### src/rtl/dsadd_pkg.sv
// Shared defaults and sizing helper for the digit-serial adder/subtractor.
package dsadd_pkg;

  localparam int DEFAULT_DIGIT_W    = 1;
  localparam int DEFAULT_NUM_DIGITS = 8;

  function automatic int cnt_width(input int num_digits);
    return $clog2(num_digits);
  endfunction

endpackage

### src/rtl/dsadd_digit.sv
// Combinational DIGIT_W-wide add/subtract slice; exposes carry-into-MSB only
// when DSADD_OVF_EN is defined.
module dsadd_digit #(
  parameter int DIGIT_W = 1
) (
  input  logic [DIGIT_W-1:0] a,
  input  logic [DIGIT_W-1:0] b,
  input  logic               inv,
  input  logic               cin,
  output logic [DIGIT_W-1:0] sum,
  output logic               cout
`ifdef DSADD_OVF_EN
  ,
  output logic               cmsb
`endif
);

  logic [DIGIT_W-1:0] bx;
  logic [DIGIT_W:0]   full;

  assign bx   = b ^ {DIGIT_W{inv}};
  assign full = {1'b0, a} + {1'b0, bx} + {{DIGIT_W{1'b0}}, cin};
  assign sum  = full[DIGIT_W-1:0];
  assign cout = full[DIGIT_W];

`ifdef DSADD_OVF_EN
  // The MSB sum bit is a^b^carry-in, so the carry into it falls out by XOR.
  assign cmsb = a[DIGIT_W-1] ^ bx[DIGIT_W-1] ^ sum[DIGIT_W-1];
`endif

endmodule

### src/rtl/digit_serial_addsub.sv
// Digit-serial add/subtract, LS digit first, one-cycle latency.
// Define DSADD_OVF_EN to enable the signed-overflow output.
module digit_serial_addsub
  import dsadd_pkg::*;
#(
  parameter int DIGIT_W    = DEFAULT_DIGIT_W,
  parameter int NUM_DIGITS = DEFAULT_NUM_DIGITS
) (
  input  logic               clk,
  input  logic               reset,
  input  logic               clean,
  input  logic               in_valid,
  input  logic               sub,
  input  logic [DIGIT_W-1:0] a,
  input  logic [DIGIT_W-1:0] b,
  output logic [DIGIT_W-1:0] s,
  output logic               s_valid,
  output logic               s_last,
  output logic               cout,
  output logic               ovf
);

  localparam int CW = cnt_width(NUM_DIGITS);
  localparam logic [CW-1:0] LAST = CW'(NUM_DIGITS - 1);

  logic [CW-1:0]      cnt;
  logic               carry;
  logic               op_sub;
  logic               first;
  logic               eff_sub;
  logic               cin;
  logic [DIGIT_W-1:0] sum;
  logic               dcout;

  // The first digit of a word samples sub afresh; later digits reuse op_sub.
  assign first   = (cnt == '0);
  assign eff_sub = first ? sub : op_sub;
  assign cin     = first ? sub : carry;

`ifdef DSADD_OVF_EN
  logic cmsb;
  logic ovf_q;

  dsadd_digit #(.DIGIT_W(DIGIT_W)) u_digit (
    .a    (a),
    .b    (b),
    .inv  (eff_sub),
    .cin  (cin),
    .sum  (sum),
    .cout (dcout),
    .cmsb (cmsb)
  );

  always_ff @(posedge clk or posedge reset) begin
    if (reset)
      ovf_q <= 1'b0;
    else if (!clean && in_valid && cnt == LAST)
      ovf_q <= cmsb ^ dcout;
  end

  assign ovf = ovf_q;
`else
  dsadd_digit #(.DIGIT_W(DIGIT_W)) u_digit (
    .a    (a),
    .b    (b),
    .inv  (eff_sub),
    .cin  (cin),
    .sum  (sum),
    .cout (dcout)
  );

  assign ovf = 1'b0;
`endif

  // Carry is dropped on the last digit so back-to-back words never leak.
  always_ff @(posedge clk or posedge reset) begin
    if (reset) begin
      cnt     <= '0;
      carry   <= 1'b0;
      op_sub  <= 1'b0;
      s       <= '0;
      s_valid <= 1'b0;
      s_last  <= 1'b0;
      cout    <= 1'b0;
    end else if (clean) begin
      cnt     <= '0;
      carry   <= 1'b0;
      s_valid <= 1'b0;
      s_last  <= 1'b0;
    end else if (in_valid) begin
      s       <= sum;
      s_valid <= 1'b1;
      op_sub  <= eff_sub;
      if (cnt == LAST) begin
        cnt    <= '0;
        carry  <= 1'b0;
        s_last <= 1'b1;
        cout   <= dcout;
      end else begin
        cnt    <= cnt + CW'(1);
        carry  <= dcout;
        s_last <= 1'b0;
      end
    end else begin
      s_valid <= 1'b0;
      s_last  <= 1'b0;
    end
  end

endmodule

### config.mk
export PLATFORM = sky130hd
export DESIGN_NAME = digit_serial_addsub
export DESIGN_NICKNAME = d
export VERILOG_FILES = /design/src/rtl/dsadd_pkg.sv /design/src/rtl/dsadd_digit.sv /design/src/rtl/digit_serial_addsub.sv
export SDC_FILE = /design/constraint.sdc
export NUM_CORES = 1
export LEC_CHECK = 0
export BUFFER_PORTS_ARGS = -buffer_cell sky130_fd_sc_hd__buf_2
export CORE_UTILIZATION = 35
export CTS_BUF_LIST = sky130_fd_sc_hd__clkbuf_8
export DETAILED_ROUTE_END_ITERATION = 8
export GPL_ROUTABILITY_DRIVEN = 0
export HOLD_SLACK_MARGIN = 0.08
export PLACE_DENSITY = 0.6
export REMOVE_ABC_BUFFERS = 1
export SLEW_MARGIN = 0
export SYNTH_ARGS = -nofsm -noshare
export SYNTH_HDL_FRONTEND = slang
export SYNTH_HIERARCHICAL = 1
export SYNTH_SLANG_ARGS = --single-unit
### constraint.sdc
create_clock -name clk -period 2.1 [get_ports clk]
set_input_delay 0.105 -clock clk [delete_from_list [all_inputs] [get_ports clk]]
set_output_delay 0.105 -clock clk [all_outputs]
set_load 0.02 [all_outputs]
==> key figures, run 1 <==
Clock network
  – CTS HTree Levels: 1
  – Skew-Pair Late Insertion Delay: 0.23 ns
  – Clk slew on worst S/H paths: 0.05 ns
  – Post-CTS Setup Repair Bufs: 0
  – CTS tree: done
  – Root buffer cell: clkbuf_8
  – TritonCTS buffer count: 3
  – Clk buf depth: 2
  – Clock Sinks: 9

Place
  – HPWL Detailed: a little over 600 microns
  – I/O Buffers: 10
  – Placed cells: between 70 and 80

Floorplanning
  – Die height: roughly 40 microns
  – Initial Util: 0.383
  – Die footprint: around 1600 sq um
  – I/O Pins: 12
  – Die X: approximately 40 microns
  – Row cnt: 13
  – Core Region: about 1300 sq um

Hold path
  – Hold_sp: sub
  – HP Class: in2reg

Worst setup path
  – CP Class: reg2reg
  – Crit path DAT: about 2.2 ns
  – CP Launch Point: cnt[1]
  – Worst-path fanout max: 2
  – Slowest CP cell: fa_1
  – Crit path cell chain: inv_1, ha_2, nor2b_4, mux2_4, xnor2_1, fa_1, inv_1, mux2_2
  – Max incr delay on CP: ~0.48 ns
  – CP dominant cell by count: inv_1
  – CP delay by family, top: adder cells
  – Crit. End Element: flop
  – CP required: 2.22 ns
  – Reg-to-Reg Start: cnt[1]
  – Critical Path Source Type: flop
  – Bufs and invs on worst path: 2

STA
  – Period utilization: 0.987
  – Number of setup violations in the final report: 0
  – Final Hold Viols: 0
  – Final critical path time including I/O delays and setup: between 2 and 2.5 ns
  – Fin. max-slew vios: 0
  – Worst Skew: between 0.005 and 0.006 ns
  – Fmax: roughly 480 MHz
  – Hold WS: 0.119 ns
  – RSZ-0062 raised after global routing: yes

Yosys
  – #FFs+latches synth: 9
  – Most used DFF post-synth: dfrtp_1
  – Avg Cell Area, Syn: about 11 sq um
  – Mapped Cells: 45
  – Most instantiated library cell after synthesis: dfrtp_1
  – Post-synth EDFFs: 0
  – Async SR Flop Fraction: 1.00
  – Sequential share of the synthesized area: 0.441
  – Synth area leaders: dfrtp_1, ha_1, mux2_2
  – Synth Cell Area: approximately 500 sq um
  – YS warnings: 6
  – Yosys top cell area share: 0.441
  – Yosys cell types: 20
  – Synth area leader: dfrtp_1
  – Post-synth top cells: dfrtp_1, inv_1, ha_1, mux2_2

Route
  – WL met3: approximately 53 microns
  – Final WL: 804 microns
  – Max Used Layer: met4
  – Vias: 351
  – WL met1: ~380 microns
  – First-pass iteration count of the detailed router: 4
  – Initial DRC Count: 6
  – Post-route ant nets: 0
  – Vias per cell: roughly 4.6
  – DRC viols: 0
  – WL/cell: ~10 microns
  – Routed met2 length: 361 microns

Global routing
  – First-pass GRT wire length: ~1100 microns
  – Vias in the first global route: ~270
  – Initial antenna violation count: 0
  – GRT Residual Overflow: 0
  – Largest net degree at the start of global routing: 10
  – GRT Total Usage: 0.117

Run status
  – Status: completed

Final layout
  – Layout cells sized above 1: 0.403
  – Cell Count, Final, Fillers Out: between 70 and 80
  – Syn-to-layout area delta: 30.4%
  – Fillers: 117
  – Ant. Diodes: 0
  – NumNets Final: 75

Power and ir drop
  – Leakage: ~0.37 nW
  – Power Dens Cells: 761 nW/um^2
  – Maximum vdd ir drop: ~0.40 mV
  – Total power: roughly 0.51 mW

Run
  – Max-cap violations: 0
## flip-flops by register name (all words and copies together), names as in the netlist
signal / cells
cnt: 3
carry: 1
cout: 1
op_sub: 1
s: 1
s_last: 1
s_valid: 1
## per-stage QoR
step | setup TNS [ns] | instance area, sq um | setup WS (ns) | util
after floorplan | 0 | 498 | 0.000714 | -
after global placement | -0.0497 | 597 | -0.0497 | 0.447
after detailed placement | -0.0713 | 597 | -0.0713 | 0.447
after global routing | -0.0426 | 666 | -0.0426 | 0.499
final | 0 | 666 | 0.0280 | 0.499
after CTS | 0 | 666 | 0.0118 | 0.499
## layout by cell type, fill, tap and decap left out, types with 2 or more instances in the layout
cell      count
buf_4         4
mux2i_1       2
buf_2        10
inv_1         7
a21oi_1       2
nor2_1        2
dfrtp_1       9
nand3b_1      2
clkbuf_8      3
ha_1          3
nand2b_1      2
mux2_2        3
## path summary, 6_finish.rpt
check | endpoint | slack [ns] | cells past startpoint
hold / removal | op_sub | 0.12 | 2
setup / recovery | s | 0.03 | 8
hold reg to reg | op_sub | 0.48 | 1
min in group asynchronous | s_valid | 0.40 | 3
setup reg to reg | s | 0.03 | 8
max in group asynchronous | cnt[1] | 1.43 | 3
## where the power goes
part | switching, mW | total, mW | internal [mW]
logic | 0.0538 | 0.110 | 0.0565
clock network | 0.0676 | 0.195 | 0.127
registers | 0.00842 | 0.201 | 0.193
## area by class of cell
class	instances	area [sq um]	share of cell area
tap	15	18.8	0.0282
multi-input combinational	27	260	0.391
clock inverter	1	3.75	0.00564
clock buffer	3	41.3	0.0620
sequential	9	225	0.338
timing repair buffer	15	90.1	0.135
inverter	7	26.3	0.0395
## routing by layer
| layer | GRT usage | vias up |
|---|---|---|
| met5 | 0 | - |
| met4 | 0.0500 | 0 |
| met3 | 0.0833 | 4 |
| met2 | 0.157 | 11 |
| met1 | 0.140 | 160 |
| li1 | - | 176 |
## repair_timing
item,in CTS,in global routing
setup endpoints to repair,1,1
hold endpoints to repair,9,0
resized for setup,4,1
hold buffers,1,0
pin swaps,0,1
## cells by family after synthesis
family | after synthesis | share of synthesized area
multiplexers | 7 | 0.150
AO/OA/AOI/OAI | 2 | 0.0196
AND/OR/NAND/NOR | 11 | 0.152
XOR/XNOR | 1 | 0.0172
flip-flops | 9 | 0.441
adder cells (fa/ha/maj) | 5 | 0.137
other | 1 | 0.00735
buffers and inverters | 9 | 0.0760
No activity file was read; power rests on OpenSTA's default activity.
==> run 2, diff against run 1 <==
--- a/config.mk
+++ b/config.mk
@@ -5,6 +5,7 @@
 export SDC_FILE = /design/constraint.sdc
 export NUM_CORES = 1
 export LEC_CHECK = 0
+export ABC_AREA = 1
 export BUFFER_PORTS_ARGS = -buffer_cell sky130_fd_sc_hd__buf_2
 export CORE_UTILIZATION = 35
 export CTS_BUF_LIST = sky130_fd_sc_hd__clkbuf_8
==> run 2 against run 1 <==
  * Global-route usage increased by 2.9 points
  * Wire length down 2.6%
  * Worst hold slack got worse by 0.017 ns
  * Critical endpoint is now carry
==> key figures, run 2 <==
Run status
  – Status: completed

Yosys
  – Yosys top cell area share: 0.453 (+0.0122)
  – Synth Cell Area: 497 sq um (-2.7%)
  – Yosys cell types: 13 (-35%)
  – Synth area leaders: dfrtp_1, nand2_1, inv_1
  – Sequential share of the synthesized area: 0.453 (+0.0122)
  – Synth area leader: dfrtp_1
  – Post-synth EDFFs: 0 (unchanged)
  – Most used DFF post-synth: dfrtp_1
  – Async SR Flop Fraction: 1.00 (unchanged)
  – #FFs+latches synth: 9 (unchanged)
  – YS warnings: 6 (unchanged)
  – Post-synth top cells: nand2_1, inv_1, dfrtp_1, o21ai_1, ha_1
  – Most instantiated library cell after synthesis: nand2_1
  – Mapped Cells: 61 (+36%)
  – Avg Cell Area, Syn: 8.14 sq um (-28%)

Hold path
  – HP Class: in2reg
  – Hold Path Stages: 2 (unchanged)
  – Hold path endpoint: s_valid
  – Hold_sp: clean

Worst setup path
  – Reg-to-Reg Start: cnt[0]
  – CP required: 2.26 ns (+0.04 ns)
  – Critical Path Source Type: flop
  – CP delay by family, top: adder cells
  – R2r endpoint: carry
  – Crit path DAT: 1.90 ns (-0.29 ns)
  – CP Class: reg2reg
  – Worst-path fanout max: 3 (+1)
  – Crit. End Element: flop
  – Worst R2R Setup Slack: 0.35 ns (+0.33 ns)
  – FF-to-FF path depth: 13 (+5)
  – Slowest CP cell: dfrtp_1
  – Crit path cell chain: inv_1, ha_1, nand3_1, nand2_1, inv_1, nand2_1, nand2_1, fa_1, inv_1, inv_1, nor2_1, nand2_1, o21ai_1
  – Bufs and invs on worst path: 4 (+2)
  – Max incr delay on CP: 0.37 ns (-0.11 ns)

Floorplanning
  – Row cnt: 13 (unchanged)
  – Die footprint: 1570 sq um (-2.6%)
  – Initial Util: 0.377 (-0.00572)
  – Die height: 39.7 microns (-1.3%)
  – I/O Pins: 12 (unchanged)
  – Core Region: 1320 sq um (-1.2%)
  – Die X: 39.7 microns (-1.3%)

Clock network
  – Clk buf depth: 2 (unchanged)
  – Root buffer cell: clkbuf_8
  – Clock Sinks: 9 (unchanged)
  – Skew-Pair Late Insertion Delay: 0.23 ns (about the same)
  – TritonCTS buffer count: 3 (unchanged)
  – CTS HTree Levels: 1 (unchanged)
  – Clk slew on worst S/H paths: 0.04 ns (about the same)
  – CTS tree: done
  – Post-CTS Setup Repair Bufs: 0 (unchanged)

Power and ir drop
  – Total power: 0.474 mW (-6.5%)
  – Maximum vdd ir drop: 0.457 mV (+13%)
  – Leakage: 0.365 nW (-1.6%)
  – Power Dens Cells: 773 nW/um^2 (+1.5%)

Final layout
  – Commonest non-fill, non-tap cells in the layout: nand2_1, inv_1, buf_2, dfrtp_1, o21ai_1
  – Largest Register: cnt
  – Syn-to-layout area delta: 23.4%
  – Ant. Diodes: 0 (unchanged)
  – Number of flip-flops under the largest register name: 3 (unchanged)
  – NumNets Final: 88 (+17%)
  – Most common cell after layout, fill and taps aside: nand2_1
  – Layout cells sized above 1: 0.200 (-0.203)

STA
  – Fin. max-slew vios: 0 (unchanged)
  – Worst setup margin: 0.354 ns (+0.326 ns)
  – Hold WS: 0.102 ns (-0.0174 ns)
  – RSZ-0062 raised after global routing: no
  – Setup TNS: 0 ns (unchanged)
  – Worst Skew: 0.00169 ns (-0.00358 ns)
  – Period utilization: 0.831 (-0.155)
  – Final critical path time including I/O delays and setup: 1.75 ns (-0.326 ns)
  – Fmax: 573 MHz (+19%)
  – Number of setup violations in the final report: 0 (unchanged)
  – Final Hold Viols: 0 (unchanged)

Global routing
  – First-pass GRT wire length: 1360 microns (+21%)
  – Vias in the first global route: 338 (+24%)
  – Largest net degree at the start of global routing: 10 (unchanged)
  – GRT Residual Overflow: 0 (unchanged)
  – Initial antenna violation count: 0 (unchanged)
  – GRT Total Usage: 0.145 (+0.0286)

Run
  – Max-cap violations: 0 (unchanged)

Route
  – Vias per cell: 4.30 (-5.7%)
  – DRC viols: 0 (unchanged)
  – Vias: 387 (+10%)
  – Final WL: 783 microns (-2.6%)
  – Initial DRC Count: 14 (+8)
  – First-pass iteration count of the detailed router: 5 (+1)
  – WL/cell: 8.70 microns (-17%)
  – Post-route ant nets: 0 (unchanged)

Place
  – I/O Buffers: 10 (unchanged)
  – HPWL Detailed: 615 microns (+0.94%)
  – Pre-CTS setup slack: 0.364 ns (+0.435 ns)
-- run 2: cell count changes after synthesis, sizes merged, moves of 2 or more --
cell    change
a21oi       -2
inv         +8
mux2        -5
mux2i       -2
nand2      +19
nand2b      -2
nand3       +2
nand3b      -2
nor2b       -2
o21ai       +5
-- run 2: kinds of logic (layout without fill, tap and decap cells) --
kind of cell / count (synthesis) / count (layout) / share of synthesized area
AND/OR/NAND/NOR: 25 / 25 / 0.219
buffers and inverters: 16 / 30 / 0.128
flip-flops: 9 / 9 / 0.453
adder cells (fa/ha/maj): 5 / 5 / 0.141
AO/OA/AOI/OAI: 5 / 5 / 0.0504
other: 1 / 1 / 0.00755
-- run 2: worst max-delay path by stage --
stage	from	end	depth (start not counted)
floorplan	cnt[0]	s	11
global placement	cnt[0]	carry	13
detailed placement	cnt[0]	carry	13
CTS	cnt[0]	carry	13
global route	cnt[0]	carry	14
finish	cnt[0]	carry	13
-- run 2: area by class of cell --
cell class	instances	area [sq um]
timing repair buffer	11	60.1
multi-input combinational	36	208
sequential	9	225
fill	131	704
clock inverter	1	3.75
tap	15	18.8
clock buffer	3	41.3
inverter	15	56.3
-- run 2: report_power, final --
part           switching, mW  internal, mW
sequential           0.00818         0.189
combinational         0.0521        0.0308
clock                 0.0664         0.127
-- run 2: per-stage QoR --
step	instance area (sq um)	std cells	util
detailed placement	558	85	0.424
CTS	613	90	0.465
finish	613	90	0.465
global placement	558	85	0.424
floorplan	489	60	-
global route	613	90	0.465
-- run 2: worst register-to-register path, delay by kind of cell (launching register included) --
family | cells | cell delay, ns
adder cells (fa/ha/maj) | 2 | 0.52
AND/OR/NAND/NOR | 6 | 0.46
flip-flops | 1 | 0.37
buffers and inverters | 4 | 0.24
AO/OA/AOI/OAI | 1 | 0.07
-- run 2: repair_timing --
item,4_1_cts,5_1_grt
hold endpoints to repair,9,0
hold buffers,1,0
gates resized for setup,0,0
endpoints found under the setup margin,0,0
-- run 2: layer usage --
layer  vias to the layer above  global-route usage  wire (microns)
met5                         -                   0               0
met4                         0              0.0776               0
met3                         0               0.102              83
met2                        20               0.197             351
met1                       163               0.166             347
li1                        204                   -               -
